[config.mk]
export PLATFORM = sky130hd
export DESIGN_NAME = grade_display_sequencer
export DESIGN_NICKNAME = d
export VERILOG_FILES = /design/src/rtl/grade_display_sequencer.sv
export SDC_FILE = /design/constraint.sdc
export NUM_CORES = 1
export LEC_CHECK = 0
export ABC_AREA = 1
export CORE_AREA = 2 2 68 70
export CTS_CLUSTER_SIZE = 20
export DETAILED_ROUTE_END_ITERATION = 16
export DIE_AREA = 0 0 70 72
export GPL_ROUTABILITY_DRIVEN = 0
export PLACE_DENSITY = 0.78
export SYNTH_ARGS = -nofsm -noshare
export SYNTH_HDL_FRONTEND = slang
export SYNTH_SLANG_ARGS = --single-unit
[constraint.sdc]
create_clock -name clk_2 -period 3.65 [get_ports clk_2]
set_input_delay 0.365 -clock clk_2 [delete_from_list [all_inputs] [get_ports clk_2]]
set_output_delay 0.365 -clock clk_2 [all_outputs]
set_load 0.03 [all_outputs]
[src/rtl/grade_display_sequencer.sv]
// grade_display_sequencer: buffers 0-9 grades and scans them onto a 7-segment display as digit then pass/fail status (GRADE_DISPLAY_GAP_EN adds a blank gap phase)
module grade_display_sequencer #(
    parameter int DEPTH = 4,
    parameter int DWELL = 4
) (
    input  logic                     clk_2,
    input  logic                     rst_n,
    input  logic                     wr_valid,
    input  logic [3:0]               wr_grade,
    output logic                     wr_ready,
    input  logic                     clear,
    input  logic                     run,
    output logic [7:0]               seg,
    output logic [$clog2(DEPTH)-1:0] idx,
    output logic [$clog2(DEPTH):0]   count,
    output logic                     err
);
    localparam int AW = $clog2(DEPTH);
    localparam int TW = DWELL > 1 ? $clog2(DWELL) : 1;
    localparam logic [TW-1:0] RELOAD = TW'(DWELL - 1);
    typedef enum logic [1:0] {
        IDLE,
        SHOW_NUM,
        SHOW_STAT
`ifdef GRADE_DISPLAY_GAP_EN
        , GAP
`endif
    } state_t;
    state_t state;
    logic [TW-1:0] timer;
    logic [3:0] mem [DEPTH];
    logic grade_ok;
    logic [AW:0] idx_inc;
    logic [AW-1:0] idx_nxt;
    function automatic logic [7:0] digit(input logic [3:0] g);
        case (g)
            4'd0: digit = 8'h3F;
            4'd1: digit = 8'h06;
            4'd2: digit = 8'h5B;
            4'd3: digit = 8'h4F;
            4'd4: digit = 8'h66;
            4'd5: digit = 8'h6D;
            4'd6: digit = 8'h7D;
            4'd7: digit = 8'h07;
            4'd8: digit = 8'h7F;
            4'd9: digit = 8'h6F;
            default: digit = 8'h00;
        endcase
    endfunction
    function automatic logic [7:0] status(input logic [3:0] g);
        status = g >= 4'd7 ? 8'h77 : g >= 4'd4 ? 8'h71 : 8'h73;
    endfunction
    assign wr_ready = count < (AW + 1)'(DEPTH);
    assign grade_ok = wr_grade <= 4'd9;
    assign idx_inc  = {1'b0, idx} + (AW + 1)'(1);
    assign idx_nxt  = idx_inc >= count ? '0 : idx_inc[AW-1:0];
    // grade storage; only valid grades land at the tail, contents need no reset
    always_ff @(posedge clk_2) begin
        if (wr_valid && wr_ready && !clear && grade_ok) mem[count[AW-1:0]] <= wr_grade;
    end
    // buffer bookkeeping plus the scan FSM with its dwell timer and registered segment output
    always_ff @(posedge clk_2 or negedge rst_n) begin
        if (!rst_n) begin
            state <= IDLE;
            timer <= RELOAD;
            idx   <= '0;
            count <= '0;
            err   <= 1'b0;
            seg   <= '0;
        end else if (clear) begin
            state <= IDLE;
            timer <= RELOAD;
            idx   <= '0;
            count <= '0;
            err   <= 1'b0;
            seg   <= '0;
        end else begin
            if (wr_valid && wr_ready) begin
                if (grade_ok) count <= count + (AW + 1)'(1);
                else err <= 1'b1;
            end
            if (!run || count == '0) begin
                state <= IDLE;
                idx   <= '0;
                timer <= RELOAD;
                seg   <= '0;
            end else if (state == IDLE) begin
                state <= SHOW_NUM;
                timer <= RELOAD;
                seg   <= digit(mem[idx]);
            end else if (timer != '0) begin
                timer <= timer - TW'(1);
            end else begin
                timer <= RELOAD;
                case (state)
                    SHOW_NUM: begin
                        state <= SHOW_STAT;
                        seg   <= status(mem[idx]);
                    end
                    SHOW_STAT: begin
                        idx <= idx_nxt;
`ifdef GRADE_DISPLAY_GAP_EN
                        state <= GAP;
                        seg   <= '0;
`else
                        state <= SHOW_NUM;
                        seg   <= digit(mem[idx_nxt]);
`endif
                    end
`ifdef GRADE_DISPLAY_GAP_EN
                    GAP: begin
                        state <= SHOW_NUM;
                        seg   <= digit(mem[idx]);
                    end
`endif
                    default: begin
                        state <= IDLE;
                        seg   <= '0;
                    end
                endcase
            end
        end
    end
endmodule

### Word level (Yosys, flattened, before mapping)

Memories as Yosys holds them, arrays and structs flattened.
Index checks and enable logic that the tools add are counted.

| storage, ports and cells | value |
|---|---|
| input port bits | 9 |
| memory bits (writable) | 16 |
| ROM bits | 224 |
| register bits | 18 |
| memories kept | 3 |
| output and inout port bits | 15 |
| logic and storage cells | 68 |

Memory list:

| name | words | bits a word | rd ports | clocked after Yosys merged registers in | write ports | line | text |
|---|---|---|---|---|---|---|---|
| (name not given) | 16 | 7 | 1 | 0 | 0 | 36 | `case (g)` |
| (name not given) | 16 | 7 | 1 | 0 | 0 | 36 |  |
| mem | 4 | 4 | 2 | 0 | 1 | 31 | `logic [3:0] mem [DEPTH];` |

| operators by class | value |
|---|---|
| $lt $le $gt $ge | 5 |
| eq/ne operators | 6 |
| reduce and logical (&&, ||, !) cells | 15 |
| multiplexer cells | 30 |
| $add $sub $neg | 3 |

Operators by type and width:

| operator | count |
|---|---|
| $mux W8 | 4 |
| $mux W2 | 15 |
| $pmux W8 S2 | 1 |
| $mux W3 | 4 |
| $ge A4 B3 Y1 const B | 2 |
| $ne A3 B3 Y1 const B | 2 |
| $reduce_bool A2 Y1 | 3 |
| $mux W1 | 5 |
| $le A4 B4 Y1 const B | 1 |
| $ne A4 B4 Y1 const B | 1 |
| $pmux W2 S2 | 1 |
| $reduce_and A2 Y1 | 2 |
| $add A2 B1 Y3 const B | 1 |
| $add A3 B1 Y3 const B | 1 |
| $ge A3 B3 Y1 | 1 |
| $logic_and A1 B1 Y1 | 3 |
| $logic_not A3 Y1 | 1 |
| $lt A3 B3 Y1 const B | 1 |
| $reduce_and A3 Y1 | 1 |
| $reduce_bool A3 Y1 | 1 |
| $eq A2 B1 Y1 const B | 1 |
| $eq A2 B2 Y1 const B | 1 |
| $logic_not A1 Y1 | 2 |
| $logic_not A2 Y1 | 1 |
| 3 further kinds | 3 |

### Longest topological paths before layout

Gate-level depths: netlist of run 1.
An unclocked memory read counts as a cell.

| logic depth | value |
|---|---|
| word-level depth | 10 |
| gate-level depth with buffers | 19 |

### Worst setup path after synthesis of run 1

Ideal clock, no wire load.

| timing path | value |
|---|---|
| path type | reg-to-reg |
| start point | register idx[0] |
| end point | register seg[1] |
| data arrival time | 2579 ps |
| period minus slack after synthesis | 2695 ps |
| required time | 3533 ps |
| slack | 955 ps |
| setup time | 117 ps |
| buffers on the path | 0 |
| cell stages (with the launch flop) | 17 |
| path through | dfrtp_1 ha_1 ha_1 nand2_1 clkinv_1 nand2_4 nand3_4 inv_2 nand2_1 nand3_1 nand2_1 ha_1 nand3b_1 nand3_1 o21ai_1 nand2_1 nand2_1 |

| between the ends | value |
|---|---|
| longest elaborated chain between the ends | 10 |
| elaborated cells between the ends (all ways) | 15 |
| classes of those cells | add/sub (1); order compare (3); mux (8); memory (3) |

Ends and longest elaborated chain:

| element | line | text |
|---|---|---|
| start, declared | 14 | `output logic [$clog2(DEPTH)-1:0] idx,` |
| start signal, assigned | 101 | `idx <= idx_nxt;` |
| $add A2 B1 Y3 | 55 | `assign idx_inc = {1'b0, idx} + (AW + 1)'(1);` |
| $ge A3 B3 Y1 | 56 | `assign idx_nxt = idx_inc >= count ? '0 : idx_inc[AW-1:0];` |
| $mux W2 | 56 |  |
| $mem_v2 Z4 W4 * | -- |  |
| $mem_v2 Z16 W7 | -- |  |
| $pmux W8 S2 | 95 | `case (state)` |
| $mux W8 | 91 | `end else if (timer != '0) begin` |
| $mux W8 * | 87 | `end else if (state == IDLE) begin` |
| $mux W8 * | 82 | `if (!run \|\| count == '0) begin` |
| $mux W8 * | 70 | `end else if (clear) begin` |
| end signal, assigned | 90 | `seg <= digit(mem[idx]);` |
| end signal, assigned | 98 | `seg <= status(mem[idx]);` |
| end signal, assigned | 107 | `seg <= digit(mem[idx_nxt]);` |
| end, declared | 13 | `output logic [7:0] seg,` |

Mark *: on every way between the ends. The rest lies on a longest branch, timed or not. The select of a mux whose other input is x is not followed.
A chain may end at the register's enable or synchronous reset.

### Worst setup path after layout of run 1

| timing path | value |
|---|---|
| start point | register idx[0] |
| end point | register seg[3] |

The elaborated chain is that of the path after synthesis.

==> summary.md, run 1 <==
| Metric | Value |
|---|---|
| Post-synth EDFFs | `16` |
| Multi-input logic area | `1290 um2` |
| Worst-margin pin slew | `0.750 ns` |
| Sequential cell area | `908 um2` |
| LEAKAGE | `0.00127 uW` |
| Crit path launch | `idx[0]$_DFFE_PN0P_` |
| Worst Setup EP | `seg[3]$_DFFE_PN0P_` |
| WS Path Type | `reg -> reg` |
| Die Height | `72 um` |
| Vias in the first global route | `1825` |
| Arrival @ worst endpoint | `3.23 ns` |
| Synth cell count leaders | `nand2_1 (82), inv_1 (33), nand3_1 (33)` |
| Share of layout cells above drive strength 1 | `0.119` |
| Synth area leaders | `edfxtp_1 (20%), dfrtp_1 (16%), nand2_1 (13%), ha_1 (13%), nand3_1 (6.9%)` |
| Vias/cell | `5.22` |
| Pins Over Slew Limit | `0` |
| Pre-antenna DRT Iters | `4` |
| Dpl hpwl | `3.66 mm` |
| Most common cell in the netlist | `nand2_1` |
| Clock transition at path regs | `0.06 ns` |
| Fin area | `2720 um2` |
| Hold Fails Final Rpt | `0` |
| Total core area | `4260 um2` |
| Critical path's most frequent cell | `nand2_1` |
| ANT nets after route | `0` |
| H-tree levels | `2` |
| Worst EP required | `3.87 ns` |
| DRT iter0 DRCs | `149` |
| Grt ovf | `0` |
| Cell Pwr Density | `315 nW/um2` |
| # fillers | `365` |
| CP max stage delay | `0.69 ns` |
| Yosys top cell area share | `0.202` |
| Clock Skew | `0.00719 ns` |
| Initial cell density of the core | `0.558` |
| Initial antenna violation count | `0` |
| # DRC | `0` |
| Final min period | `3.01 ns` |
| P&R area growth vs syn | `14.2%` |
| CTS sink count | `33` |
| TritonCTS clock tree | `done` |
| Global-route wire length before repair | `8.27 mm` |
| RSZ-0062 raised after global routing | `false` |
| Max-cap check violation count | `0` |
| Longest Clk Path Bufs | `2` |
| Yosys reg bits | `33` |
| Critical Path End Type | `flip-flop` |
| Max FO, Critical Path | `17` |
| Final net count | `350` |
| Ports | `24` |
| Ys flop type | `edfxtp_1` |
| Flop2flop setup slack | `0.64 ns` |
| Maximum vdd drop | `0.000343 V` |
| Mapped Nets | `325` |
| CTS root buffer | `clkbuf_8` |
| Worst-path cell chain | `ha_1, ha_1, nand2_1, clkinv_1, nand2_4, nand3_4, inv_2, nand2_1, nand3_1, nand2_1, ha_1, nand3b_1, nand3_1, nand3_1, nand2_1, nand2_1, nand2_1` |
| Reg2Reg Launch Point | `idx[0]$_DFFE_PN0P_` |
| Row cnt | `24` |
| Hold Buf Count CTS | `0` |
| Setup TNS | `0 ns` |
| Largest net degree at the start of global routing | `18` |
| Fmax | `0.332 GHz` |
| Worst path slowest cell | `dfrtp_1` |
| Area leader, netlist | `edfxtp_1` |
| Vias post-DR | `1932` |
| Hold WC Path Type | `reg -> reg` |
| Startpoint types | `flip-flop` |
| Max transition margin | `0.498` |
| Final period util | `0.825` |
| Reg2reg path depth | `17` |
| Syn avg cell area | `8.15 um2` |
| Die W | `70 um` |
| Antenna Cells | `0` |
| Asr flop ratio synth | `0.515` |
| Yosys warns | `0` |
| All-Layer GR Usage | `0.204` |
| Synth cell types | `34` |
| Final hold slack | `0.455 ns` |
| IO Port Bufs | `22` |
| Full die area | `5040 um2` |
| Sequential area share after synthesis | `0.382` |
| Clk Latency, worst-skew pair | `0.28 ns` |
| Routed wire per std cell | `12.8 um` |
| Status | `complete, no violations` |
| Reg-to-reg critical path endpoint | `seg[3]$_DFFE_PN0P_` |
| Synth Instances | `292` |
| Endpoints failing setup | `0` |
| Total Wirelength | `4.72 mm` |
| Post-CTS setup buffer count | `0` |
| Area after DPL | `2640 um2` |
| Cts repair resizes | `0` |
| Mapped Area | `2380 um2` |
| Total CTS buffers | `5` |
per-layer routing:
layer | wire length (um) | global-route usage | vias up
li1 | - | - | 1008
met1 | 2310 | 0.275 | 867
met2 | 2180 | 0.339 | 53
met3 | 192 | 0.0403 | 4
met4 | 39 | 0.0598 | 0
met5 | 0 | 0 | -
worst min path at each step:
stage	cells after the start	to	startpoint
CTS	1	timer[0]$_DFF_PN1_	timer[0]$_DFF_PN1_
global route	1	timer[0]$_DFF_PN1_	timer[0]$_DFF_PN1_
finish	1	timer[0]$_DFF_PN1_	timer[0]$_DFF_PN1_
detailed placement	1	timer[0]$_DFF_PN1_	timer[0]$_DFF_PN1_
floorplan	0	count[0]$_DFFE_PN0P_	rst_n
global placement	1	timer[0]$_DFF_PN1_	timer[0]$_DFF_PN1_
per-stage QoR:
step,worst slack [ns],power (uW),std cells,utilization
after global placement,0.783,607,362,0.619
after floorplan,0.955,556,292,-
after detailed placement,0.670,611,362,0.619
after global routing,0.329,909,370,0.638
final,0.638,856,370,0.638
after CTS,0.659,865,370,0.638
cells by family after synthesis:
logic type      Yosys count  share of synthesized area
fa+ha+maj                24                      0.126
compound gates           34                     0.0841
simple gates            157                      0.332
buf+inv                  43                     0.0751
flops                    33                      0.382
other cells               1                    0.00157
cells in the final DEF, fill, tap and decap left out, types with 5 or more instances in the layout:
master           Yosys  routed
a21oi_1             15      15
clkbuf_8             0       5
clkdlybuf4s50_1      0      22
dfrtp_1             15      15
edfxtp_1            16      16
ha_1                24      24
inv_1               33      33
nand2_1             82      82
nand2_2             10      10
nand2_4              6       6
nand3_1             33      33
nand4_1              5       5
nor2_1              10      10
o21ai_0              9       9
cell type report:
| type | count | area share |
|---|---|---|
| clock buffer | 5 | 0.0253 |
| clock inverter | 3 | 0.00460 |
| inverter | 39 | 0.0557 |
| multi-input combinational | 216 | 0.476 |
| sequential | 33 | 0.334 |
| tap | 52 | 0.0239 |
| timing repair buffer | 22 | 0.0810 |
flip-flops by register name, indices dropped and copies added, names as in the netlist:
register,count
mem,16
seg,7
count,3
idx,2
state,2
timer,2
err,1
critical path: cells and delay by family (launching register included):
family,cells,cell delay [ns]
adder cells (fa/ha/maj),3,0.98
flip-flops,1,0.69
buffers and inverters,2,0.19
AND/OR/NAND/NOR,12,1.09
where the power goes:
part	internal (uW)	switching, uW	total [uW]
Sequential	402	8.93	411
Clock	128	124	252
Combinational	68.4	125	193
No activity file was read; power rests on OpenSTA's default activity.
==> run 2: changes to the inputs <==
==> constraint.sdc (replaced) <==
create_clock -name clk_2 -period 2.8 [get_ports clk_2]
set_input_delay 0.28 -clock clk_2 [delete_from_list [all_inputs] [get_ports clk_2]]
set_output_delay 0.28 -clock clk_2 [all_outputs]
set_load 0.03 [all_outputs]
==> run 2 against run 1 <==
Hold slack got worse by 0.023 ns. Clock skew decreased by 0.0031 ns. Die area unchanged. Fmax increased by 15%. Cell count increased by 2.4%. Critical path depth unchanged. Register-to-register slack got worse by 0.46 ns. Clock power increased by 120%. Largest cell class unchanged. Highest routed layer unchanged.
==> summary.md, run 2 (same netlist as run 1, synthesis figures left out) <==
| Metric | Value |
|---|---|
| Reg2Reg Launch Point | `idx[1]$_DFFE_PN0P_` |
| Share of layout cells above drive strength 1 | `0.165` |
| Fmax | `0.381 GHz` |
| CTS root buffer | `clkbuf_8` |
| ANT nets after route | `0` |
| Flop2flop setup slack | `0.17 ns` |
| Antenna Cells | `0` |
| Gate power share | `0.198` |
| Max transition margin | `0.497` |
| Total CTS buffers | `5` |
| # DRC | `0` |
| Hold WC Path Type | `in -> async` |
| TritonCTS clock tree | `done` |
| Critical Path End Type | `flip-flop` |
| H-tree levels | `2` |
| Worst-path cell chain | `ha_4, ha_2, nand2_1, inv_2, nand2_4, nand3_4, inv_2, nand2_1, nand3_1, nand2_2, ha_1, nand3b_1, nand3_1, nand3_1, nand2_1, nand2_1, nand2_1` |
| Worst Path Buf+Inv | `2` |
| Initial cell density of the core | `0.558` |
| Commonest cells after routing, fill and taps aside | `nand2_1 (81), inv_1 (33), nand3_1 (33)` |
| Total Wirelength | `5.21 mm` |
| Vias in the first global route | `1925` |
| Crit path launch | `idx[1]$_DFFE_PN0P_` |
| P&R area growth vs syn | `20.9%` |
| Final setup margin | `0.174 ns` |
| Final hold slack | `0.432 ns` |
| Startpoint types | `flip-flop` |
| Clock Skew | `0.00408 ns` |
| Worst path slowest cell | `dfrtp_1` |
| CTS sink count | `33` |
| All-Layer GR Usage | `0.217` |
| Area after DPL | `2650 um2` |
| Final period util | `0.938` |
| Delay-heaviest family, CP | `simple AND/OR/NAND/NOR gates` |
| Sequential share of power | `0.395` |
| Status | `complete, no violations` |
| IO Port Bufs | `22` |
| Initial antenna violation count | `0` |
| WS Path Type | `reg -> reg` |
| Number of flip-flops in the largest register | `16` |
| Pre-antenna DRT Iters | `4` |
| Endpoints failing setup | `0` |
| Clk Latency, worst-skew pair | `0.29 ns` |
| # fillers | `357` |
| Longest Clk Path Bufs | `2` |
| Grt ovf | `0` |
| Dpl hpwl | `3.74 mm` |
| Pins Over Slew Limit | `0` |
| Largest net degree at the start of global routing | `18` |
| Ports | `24` |
| Maximum vdd drop | `0.000366 V` |
| Max-cap check violation count | `0` |
| Hold Buf Count CTS | `0` |
| Die Height | `72 um` |
| Die W | `70 um` |
| Final net count | `359` |
| Reg2reg path depth | `17` |
| Setup WS pre-CTS | `0.0533 ns` |
| Layout Utilization | `0.675` |
| Row cnt | `24` |
| Clock transition at path regs | `0.08 ns` |
| Global-route wire length before repair | `8.67 mm` |
| Switching pwr | `374 uW` |
| Full die area | `5040 um2` |
| DRT iter0 DRCs | `126` |
| Vias post-DR | `2014` |
| LEAKAGE | `0.00134 uW` |
| CP max stage delay | `0.45 ns` |
| Cell Pwr Density | `471 nW/um2` |
| Total core area | `4260 um2` |
| Final min period | `2.63 ns` |
| Arrival @ worst endpoint | `2.85 ns` |
| Commonest non-fill, non-tap cell in the layout | `nand2_1` |
| Max FO, Critical Path | `8` |
| Critical path's most frequent cell | `nand2_1` |
| Vias/cell | `5.31` |
| Switch share | `0.276` |
| Worst EP required | `3.03 ns` |
| Worst-margin pin slew | `0.751 ns` |
| Routed wire per std cell | `13.7 um` |
| Reg-to-reg critical path endpoint | `seg[3]$_DFFE_PN0P_` |
| Fin area | `2880 um2` |
| Internal | `981 uW` |
| Clock power frac | `0.407` |
| Hold Fails Final Rpt | `0` |
[run 2: power groups by stage]
stage / logic, uW / clock network (uW) / registers, uW
final: 269 / 551 / 536
after global routing: 303 / 575 / 538
after CTS: 256 / 550 / 536
after detailed placement: 253 / 0 / 545
after global placement: 246 / 0 / 545
after floorplan: 165 / 0 / 560
[run 2: worst max-delay path by stage]
stage	endpoint	slack (ns)	cells past startpoint
finish	seg[3]$_DFFE_PN0P_	0.17	17
global route	seg[3]$_DFFE_PN0P_	-0.1	17
CTS	seg[3]$_DFFE_PN0P_	0.03	17
detailed placement	seg[3]$_DFFE_PN0P_	0.05	17
global placement	seg[3]$_DFFE_PN0P_	0.18	17
floorplan	seg[1]$_DFFE_PN0P_	0.10	16
[run 2: cell type report]
| class | count | area [um2] | area share |
|---|---|---|---|
| multi-input combinational | 216 | 1320 | 0.460 |
| clock inverter | 3 | 68.8 | 0.0239 |
| inverter | 39 | 151 | 0.0526 |
| clock buffer | 5 | 68.8 | 0.0239 |
| timing repair buffer | 31 | 292 | 0.101 |
| tap | 52 | 65.1 | 0.0226 |
| sequential | 33 | 908 | 0.316 |
[run 2: routing by layer]
metal / routed length [um] / vias to the layer above / GRT usage / share of wire
li1: - / 1027 / - / -
met3: 246 / 23 / 0.0431 / 0.047
met1: 2250 / 897 / 0.255 / 0.43
met4: 179 / 0 / 0.111 / 0.034
met2: 2530 / 67 / 0.381 / 0.49
met5: 0 / - / 0 / 0
[run 2: metrics by stage]
stage	std cells	power, uW	setup TNS [ns]
global placement	363	792	0
floorplan	292	725	0
detailed placement	363	799	0
finish	379	1360	0
global route	379	1420	-0.0956
CTS	371	1340	0
[run 2: worst register-to-register path, delay by kind of cell (launching register included)]
kind                     cells  cell delay, ns
adder cells (fa/ha/maj)      3            0.86
buffers and inverters        2            0.14
flip-flops                   1            0.45
AND/OR/NAND/NOR             12            1.11
[run 2: what timing repair did]
item	4_1_cts	5_1_grt
setup buffers	0	8
resized for setup	0	7
endpoints found under the hold margin	0	0
endpoints found under the setup margin	0	6
